==> config.mk <==
export PLATFORM = sky130hd
export DESIGN_NAME = vga_pmod_capture_flat
export DESIGN_NICKNAME = d
export VERILOG_FILES = /design/src/rtl/vga_capture_pkg.sv /design/src/rtl/vga_pmod_capture_if.sv /design/src/rtl/vga_pmod_decode.sv /design/src/rtl/vga_pmod_capture.sv /design/src/flat_wrapper.sv
export SDC_FILE = /design/constraint.sdc
export NUM_CORES = 1
export LEC_CHECK = 0
export CAP_MARGIN = 20
export CORE_MARGIN = 1
export CORE_UTILIZATION = 25
export CTS_CLUSTER_SIZE = 14
export DETAILED_ROUTE_END_ITERATION = 10
export SETUP_SLACK_MARGIN = 0.3
export SYNTH_ARGS = -nofsm -noshare
export SYNTH_HDL_FRONTEND = slang
export SYNTH_SLANG_ARGS = --single-unit
==> constraint.sdc <==
create_clock -name clk -period 3.1 [get_ports clk]
set_input_delay 0.62 -clock clk [delete_from_list [all_inputs] [get_ports clk]]
set_output_delay 0.62 -clock clk [all_outputs]
set_load 0.005 [all_outputs]
==> src/rtl/vga_capture_pkg.sv <==
// Shared timing defaults, PMOD pin indices and FSM states
// for the Tiny VGA PMOD capture block.
package vga_capture_pkg;

  localparam int H_ACTIVE_D = 640;
  localparam int H_FRONT_D  = 16;
  localparam int H_SYNC_D   = 96;
  localparam int H_BACK_D   = 48;
  localparam int V_ACTIVE_D = 480;
  localparam int V_FRONT_D  = 10;
  localparam int V_SYNC_D   = 2;
  localparam int V_BACK_D   = 33;

  localparam int PIN_R1 = 0;
  localparam int PIN_G1 = 1;
  localparam int PIN_B1 = 2;
  localparam int PIN_VS = 3;
  localparam int PIN_R0 = 4;
  localparam int PIN_G0 = 5;
  localparam int PIN_B0 = 6;
  localparam int PIN_HS = 7;

  typedef enum logic [1:0] {
    SEARCH,
    WAIT_FRAME,
    LOCKED
  } cap_state_e;

  function automatic int h_total(int a, int f, int s, int b);
    return a + f + s + b;
  endfunction

  function automatic int v_total(int a, int f, int s, int b);
    return a + f + s + b;
  endfunction

endpackage

==> src/rtl/vga_pmod_capture_if.sv <==
// Captured pixel stream: coordinates, colour and
// line/frame start markers.
interface vga_pmod_capture_if;
  logic       pix_valid;
  logic [9:0] pix_x;
  logic [9:0] pix_y;
  logic [5:0] pix_rgb;
  logic       line_start;
  logic       frame_start;

  modport master (
    output pix_valid, pix_x, pix_y, pix_rgb,
    output line_start, frame_start
  );

  modport slave (
    input pix_valid, pix_x, pix_y, pix_rgb,
    input line_start, frame_start
  );
endinterface

==> src/rtl/vga_pmod_decode.sv <==
// Stage 1: register PMOD pins, unmap colour, resolve
// sync polarity and detect sync assertion edges.
module vga_pmod_decode
  import vga_capture_pkg::*;
#(
  parameter bit SYNC_POL = 1'b0
) (
  input  logic       clk,
  input  logic       rst,
  input  logic [7:0] pmod_in,
  output logic [5:0] rgb,
  output logic       hs_edge,
  output logic       vs_edge
);

  logic hs_q, vs_q;
  logic hs_p, vs_p;

  // Sync is held as "asserted", so reset reads as idle
  always_ff @(posedge clk) begin
    if (rst) begin
      rgb  <= '0;
      hs_q <= 1'b0;
      vs_q <= 1'b0;
      hs_p <= 1'b0;
      vs_p <= 1'b0;
    end else begin
      rgb  <= {pmod_in[PIN_R1], pmod_in[PIN_R0],
               pmod_in[PIN_G1], pmod_in[PIN_G0],
               pmod_in[PIN_B1], pmod_in[PIN_B0]};
      hs_q <= (pmod_in[PIN_HS] == SYNC_POL);
      vs_q <= (pmod_in[PIN_VS] == SYNC_POL);
      hs_p <= hs_q;
      vs_p <= vs_q;
    end
  end

  assign hs_edge = hs_q & ~hs_p;
  assign vs_edge = vs_q & ~vs_p;

endmodule

==> src/rtl/vga_pmod_capture.sv <==
// Tiny VGA PMOD receiver: timing recovery, pixel
// coordinates, lock tracking and length checks.
module vga_pmod_capture
  import vga_capture_pkg::*;
#(
  parameter int H_ACTIVE = H_ACTIVE_D,
  parameter int H_FRONT  = H_FRONT_D,
  parameter int H_SYNC   = H_SYNC_D,
  parameter int H_BACK   = H_BACK_D,
  parameter int V_ACTIVE = V_ACTIVE_D,
  parameter int V_FRONT  = V_FRONT_D,
  parameter int V_SYNC   = V_SYNC_D,
  parameter int V_BACK   = V_BACK_D,
  parameter bit SYNC_POL = 1'b0
) (
  input  logic                clk,
  input  logic                rst,
  input  logic                en,
  input  logic [7:0]          pmod_in,
  vga_pmod_capture_if.master  pix,
  output logic                locked,
  output logic                err_hlen,
  output logic                err_vlen,
  output logic [10:0]         line_len,
  output logic [9:0]          frame_lines
);

  localparam logic [10:0] H_TOT =
    11'(h_total(H_ACTIVE, H_FRONT, H_SYNC, H_BACK));
  localparam logic [9:0] V_TOT =
    10'(v_total(V_ACTIVE, V_FRONT, V_SYNC, V_BACK));
  localparam logic [10:0] H_LO = 11'(H_SYNC + H_BACK);
  localparam logic [10:0] H_HI = 11'(H_SYNC + H_BACK + H_ACTIVE - 1);
  localparam logic [9:0]  V_LO = 10'(V_SYNC + V_BACK);
  localparam logic [9:0]  V_HI = 10'(V_SYNC + V_BACK + V_ACTIVE - 1);

  logic [5:0]  rgb_q;
  logic        hs_edge, vs_edge;
  logic [10:0] hcount, h_inc, h_cur;
  logic [9:0]  vcount, v_inc, v_cur;
  logic        in_win, h_err, v_err;
  logic        h_seen, v_seen;
  cap_state_e  state, state_n;
  logic        armed, armed_n;
  logic        err_seen, err_seen_n;

  vga_pmod_decode #(.SYNC_POL(SYNC_POL)) u_dec (
    .clk     (clk),
    .rst     (rst),
    .pmod_in (pmod_in),
    .rgb     (rgb_q),
    .hs_edge (hs_edge),
    .vs_edge (vs_edge)
  );

  // Counts describe the stage-1 sample; both saturate
  always_comb begin
    h_inc  = (hcount == 11'h7FF) ? hcount : hcount + 11'd1;
    v_inc  = (vcount == 10'h3FF) ? vcount : vcount + 10'd1;
    h_cur  = hs_edge ? 11'd0 : h_inc;
    v_cur  = vs_edge ? 10'd0 : (hs_edge ? v_inc : vcount);
    in_win = (h_cur >= H_LO) && (h_cur <= H_HI) &&
             (v_cur >= V_LO) && (v_cur <= V_HI);
    h_err  = en && hs_edge && h_seen && (h_inc != H_TOT);
    v_err  = en && vs_edge && v_seen && (v_inc != V_TOT);
  end

  always_ff @(posedge clk) begin
    if (rst) begin
      state    <= SEARCH;
      armed    <= 1'b0;
      err_seen <= 1'b0;
    end else begin
      state    <= state_n;
      armed    <= armed_n;
      err_seen <= err_seen_n;
    end
  end

  // armed: a frame boundary has opened the clean-frame check
  always_comb begin
    state_n    = state;
    armed_n    = armed;
    err_seen_n = err_seen;
    if (!en) begin
      state_n = SEARCH;
    end else begin
      unique case (state)
        SEARCH: begin
          if (vs_edge) begin
            state_n    = WAIT_FRAME;
            armed_n    = 1'b1;
            err_seen_n = 1'b0;
          end
        end
        WAIT_FRAME: begin
          if (vs_edge) begin
            if (armed && !err_seen && !h_err && !v_err) begin
              state_n = LOCKED;
            end else begin
              armed_n    = 1'b1;
              err_seen_n = 1'b0;
            end
          end else if (h_err || v_err) begin
            err_seen_n = 1'b1;
          end
        end
        LOCKED: begin
          if (h_err || v_err) begin
            state_n    = WAIT_FRAME;
            armed_n    = 1'b0;
            err_seen_n = 1'b0;
          end
        end
        default: state_n = SEARCH;
      endcase
    end
  end

  always_ff @(posedge clk) begin
    if (rst) begin
      hcount          <= '0;
      vcount          <= '0;
      h_seen          <= 1'b0;
      v_seen          <= 1'b0;
      line_len        <= '0;
      frame_lines     <= '0;
      locked          <= 1'b0;
      err_hlen        <= 1'b0;
      err_vlen        <= 1'b0;
      pix.pix_valid   <= 1'b0;
      pix.pix_x       <= '0;
      pix.pix_y       <= '0;
      pix.pix_rgb     <= '0;
      pix.line_start  <= 1'b0;
      pix.frame_start <= 1'b0;
    end else begin
      hcount <= h_cur;
      vcount <= v_cur;
      h_seen <= en && (h_seen || hs_edge);
      v_seen <= en && (v_seen || vs_edge);
      if (hs_edge) line_len <= h_inc;
      if (vs_edge) frame_lines <= v_inc;
      locked          <= (state_n == LOCKED);
      err_hlen        <= h_err;
      err_vlen        <= v_err;
      pix.line_start  <= en && hs_edge;
      pix.frame_start <= en && vs_edge;
      pix.pix_valid   <= en && in_win && (state_n == LOCKED);
      if (in_win) begin
        pix.pix_x   <= 10'(h_cur - H_LO);
        pix.pix_y   <= v_cur - V_LO;
        pix.pix_rgb <= rgb_q;
      end
    end
  end

endmodule

==> src/flat_wrapper.sv <==
// flat-port wrapper written by rule: the top's interface ports become plain ports
module vga_pmod_capture_flat import vga_capture_pkg::*;
#(
  parameter int H_ACTIVE = H_ACTIVE_D,
  parameter int H_FRONT  = H_FRONT_D,
  parameter int H_SYNC   = H_SYNC_D,
  parameter int H_BACK   = H_BACK_D,
  parameter int V_ACTIVE = V_ACTIVE_D,
  parameter int V_FRONT  = V_FRONT_D,
  parameter int V_SYNC   = V_SYNC_D,
  parameter int V_BACK   = V_BACK_D,
  parameter bit SYNC_POL = 1'b0
)
  (clk, rst, en, pmod_in, locked, err_hlen, err_vlen, line_len, frame_lines, pix_pix_valid, pix_pix_x, pix_pix_y, pix_pix_rgb, pix_line_start, pix_frame_start);
  vga_pmod_capture_if pix_i ();
  input  logic clk;
  input  logic rst;
  input  logic en;
  input  logic [7:0] pmod_in;
  output logic locked;
  output logic err_hlen;
  output logic err_vlen;
  output logic [10:0] line_len;
  output logic [9:0] frame_lines;
  output wire logic [$bits(pix_i.pix_valid)-1:0] pix_pix_valid;
  output wire logic [$bits(pix_i.pix_x)-1:0] pix_pix_x;
  output wire logic [$bits(pix_i.pix_y)-1:0] pix_pix_y;
  output wire logic [$bits(pix_i.pix_rgb)-1:0] pix_pix_rgb;
  output wire logic [$bits(pix_i.line_start)-1:0] pix_line_start;
  output wire logic [$bits(pix_i.frame_start)-1:0] pix_frame_start;
  assign pix_pix_valid = pix_i.pix_valid;
  assign pix_pix_x = pix_i.pix_x;
  assign pix_pix_y = pix_i.pix_y;
  assign pix_pix_rgb = pix_i.pix_rgb;
  assign pix_line_start = pix_i.line_start;
  assign pix_frame_start = pix_i.frame_start;
  vga_pmod_capture #(.H_ACTIVE(H_ACTIVE), .H_FRONT(H_FRONT), .H_SYNC(H_SYNC), .H_BACK(H_BACK), .V_ACTIVE(V_ACTIVE), .V_FRONT(V_FRONT), .V_SYNC(V_SYNC), .V_BACK(V_BACK), .SYNC_POL(SYNC_POL)) u_core (.clk(clk), .rst(rst), .en(en), .pmod_in(pmod_in), .pix(pix_i), .locked(locked), .err_hlen(err_hlen), .err_vlen(err_vlen), .line_len(line_len), .frame_lines(frame_lines));
endmodule
==> impl_metrics.json <==
{
  "status": "finished, final reports clean",
  "final-seq-area_um2": 1820,
  "fillCellCount": 1764,
  "synth_compound_area_share_pct": 22.4,
  "clkTransAtPathRegs_ps": 70,
  "timing.rr.end": "u_core.pix.pix_x[7]",
  "cts_htree_levels": 3,
  "ir_worst_vdd_v": 0.000262,
  "yosys-mux-area-fraction_pct": 1.83,
  "postSynthAreaPerCell_um2": 8.39,
  "slew_headroom_pct": 62.9,
  "dp.final_hpwl_um": 8950,
  "rows": 48,
  "ios": 64,
  "fin_crit_ps": 2750,
  "final.setup.tns_ps": 0,
  "setup_viol": 0,
  "cp-start-kind": "register",
  "critPathSlowestCell": "or4_4",
  "area_growth_pct": 39.6,
  "drc": 0,
  "firstDrtPassIters": 5,
  "grt_max_degree": 47,
  "die_y_um": 135,
  "grt_pass1_wl_um": 20100,
  "synth-seq-cells": 90,
  "crit_required_ps": 3390,
  "critPathMaxFanout": 6,
  "mostFrequentLayoutCells": "80 x dfxtp_1, 62 x clkdlybuf4s50_1, 58 x nor2_1",
  "synth-adder-area-share_pct": 1.97,
  "cts_tree": "yes",
  "grt_pass1_vias": 3846,
  "grt_overflow": 0,
  "yosysSeqAreaShare_pct": 40.6,
  "wire_per_inst_um": 15.3,
  "endpoint_kind": "register",
  "start_util_pct": 25.7,
  "path_delay_family": "simple AND/OR/NAND/NOR gates",
  "max_slew.worst_pin.slew_ps": 556,
  "layout_commonest_cell": "dfxtp_1",
  "cp_cell_sequence": "ha_4, nand3_4, o31ai_4, xor2_1, nor2_2, inv_1, ha_2, o21bai_4, nor4b_4, a21oi_2, buf_6, or4_4, o21ai_2",
  "port_buffers": 63,
  "p_leak_uw": 0.00217,
  "yosysWarnings": 0,
  "netlist_area_um2": 4440,
  "yosysTopAreaCell": "dfxtp_1",
  "synth_xor_area_share_pct": 3.36,
  "core_area_um2": 17300,
  "min_path_cells": 2,
  "grt_setup_unrepaired": "true",
  "cp_num_buf_inv": 2,
  "min_path_type": "reg2reg",
  "ctsHoldBuffers": 0,
  "totalWireLength_um": 13100,
  "cts_buffers": 9,
  "synth-main-ff-cell": "dfxtp_1",
  "ys_top_cells_by_area": "dfxtp_1 41%, a21oi_1 5.6%, nor2_1 5.1%, nand2_1 4.1%, nand3_1 2.6%",
  "crit_path_max_incr_delay_ps": 410,
  "insertion_delay_ps": 350,
  "critPathKind": "reg2reg",
  "diodes": 0,
  "clockBufferDepth": 2,
  "r2r.worst_path.cells": 13,
  "hold_slack_ps": 448,
  "async_reset_ff_share_pct": 0,
  "ys_types": 66,
  "avgViaCountPerCell": 4.94,
  "hp-start": "u_core.u_dec.rgb[5]",
  "cts_sinks": 90,
  "hold_viol": 0,
  "drive_above_1_share_pct": 23.1,
  "multi_input_area_um2": 2650,
  "first_iter_violations": 275,
  "yosys.area_share.simple_pct": 24.9,
  "arrival_ps": 3040,
  "rr_startpoint": "u_core.vcount[1]",
  "netlist_instances": 529,
  "drtAntennaViolNets": 0,
  "grt_usage_pct": 14.1,
  "fin_nets": 644,
  "synth_top_family_by_area": "simple AND/OR/NAND/NOR gates",
  "die_w_um": 135,
  "clock_skew_ps": 7.16,
  "min_period_over_period_pct": 88.6,
  "gp_congestion": 0.875,
  "clockRootBuffer": "clkbuf_16",
  "synth_top_area_share_pct": 40.6,
  "ff2ff_setup_slack_ps": 350,
  "finalMaxSlewViolations": 0,
  "synth-edff-count": 0,
  "pwr_density_cell_nw_per_um2": 399,
  "holdPathEnd": "u_core.pix.pix_rgb[5]",
  "antenna_found_initial": 0,
  "fmax_ghz": 0.364,
  "cap_violations": 0,
  "syn-num-nets": 547,
  "vias": 4229,
  "die-area_um2": 18300
}
sequential cells by signal (all words and copies together) (netlist names), 2 cells and up:
| name | count |
|---|---|
| u_core.pix.pix_rgb | 6 |
| u_core.vcount | 10 |
| u_core.pix.pix_y | 10 |
| u_core.u_dec.rgb | 6 |
| u_core.state | 2 |
| u_core.frame_lines | 10 |
| u_core.line_len | 11 |
| u_core.pix.pix_x | 10 |
| u_core.hcount | 11 |
logic make-up (layout without fill, tap and decap cells):
group | count (synthesis) | after routing
compound gates | 144 | 145
xor+xnor | 17 | 17
fa+ha+maj | 7 | 7
buf+inv | 45 | 146
flops | 90 | 90
mux | 8 | 8
simple gates | 218 | 218
worst max-delay path by stage:
| stage | from | end | cells after the start |
|---|---|---|---|
| 6_report | u_core.vcount[1] | u_core.pix.pix_x[7] | 13 |
| 5_1_grt | u_core.vcount[1] | u_core.pix.pix_y[8] | 12 |
| 4_1_cts | u_core.vcount[9] | u_core.pix.pix_x[7] | 10 |
| 3_5_place_dp | u_core.vcount[1] | u_core.pix.pix_y[8] | 11 |
| 3_3_place_gp | u_core.vcount[1] | u_core.pix.pix_y[8] | 12 |
| 2_1_floorplan | u_core.vcount[7] | u_core.pix.pix_valid | 12 |
cells in the mapped netlist (all sizes together), types with 8 or more instances:
| cell | instances |
|---|---|
| a211oi | 15 |
| a21oi | 52 |
| and2 | 13 |
| and3 | 10 |
| buf | 22 |
| clkbuf | 15 |
| dfxtp | 90 |
| inv | 8 |
| nand2 | 49 |
| nand2b | 9 |
| nand3 | 24 |
| nand4 | 10 |
| nor2 | 61 |
| nor2b | 13 |
| nor3 | 13 |
| o21ai | 28 |
| xnor2 | 10 |
timing repair:
item	CTS	global route
resized for setup	17	38
endpoints found under the setup margin	27	28
pin swaps	6	14
buffers inserted	5	17
gates cloned	0	1
through the flow:
step / cell area (um^2) / power, uW / setup slack [ps] / utilization, % / instances
finish: 6190 / 2470 / 353 / 35.8 / 856
detailed placement: 5500 / 1370 / 89.2 / 31.8 / 817
global route: 6190 / 2560 / 233 / 35.8 / 856
global placement: 5500 / 1370 / 175 / 31.8 / 817
CTS: 5910 / 2480 / 304 / 34.1 / 838
floorplan: 4510 / 1300 / 296 / - / 529
where the power goes:
group	internal [uW]	total (uW)	switching, uW
logic	73.7	169	95.2
registers	1170	1190	12.9
clock network	626	1110	489
total	1870	2470	597
layout make-up:
class | count | share of cell area (%)
sequential | 90 | 29.4
multi-input combinational | 395 | 42.8
clock buffer | 11 | 4.26
inverter | 8 | 0.485
clock inverter | 5 | 0.687
tap | 225 | 4.55
timing repair buffer | 122 | 17.8
layer usage:
metal | GRT usage, % | vias up | share of wire, %
met5 | 0 | - | 0
met4 | 7.49 | 0 | 2.7
met3 | 2.96 | 22 | 5.9
met2 | 21.1 | 132 | 43
met1 | 19.0 | 1989 | 49
li1 | - | 2086 | -
worst reg2reg max path: stages (launching register included):
cell,delay [ps]
dfxtp_4,360
ha_4,170
nand3_4,110
o31ai_4,290
xor2_1,220
nor2_2,80
inv_1,100
ha_2,200
o21bai_4,70
nor4b_4,380
a21oi_2,100
buf_6,140
or4_4,410
o21ai_2,60
Note: power is estimated with default switching activity, not from simulation.
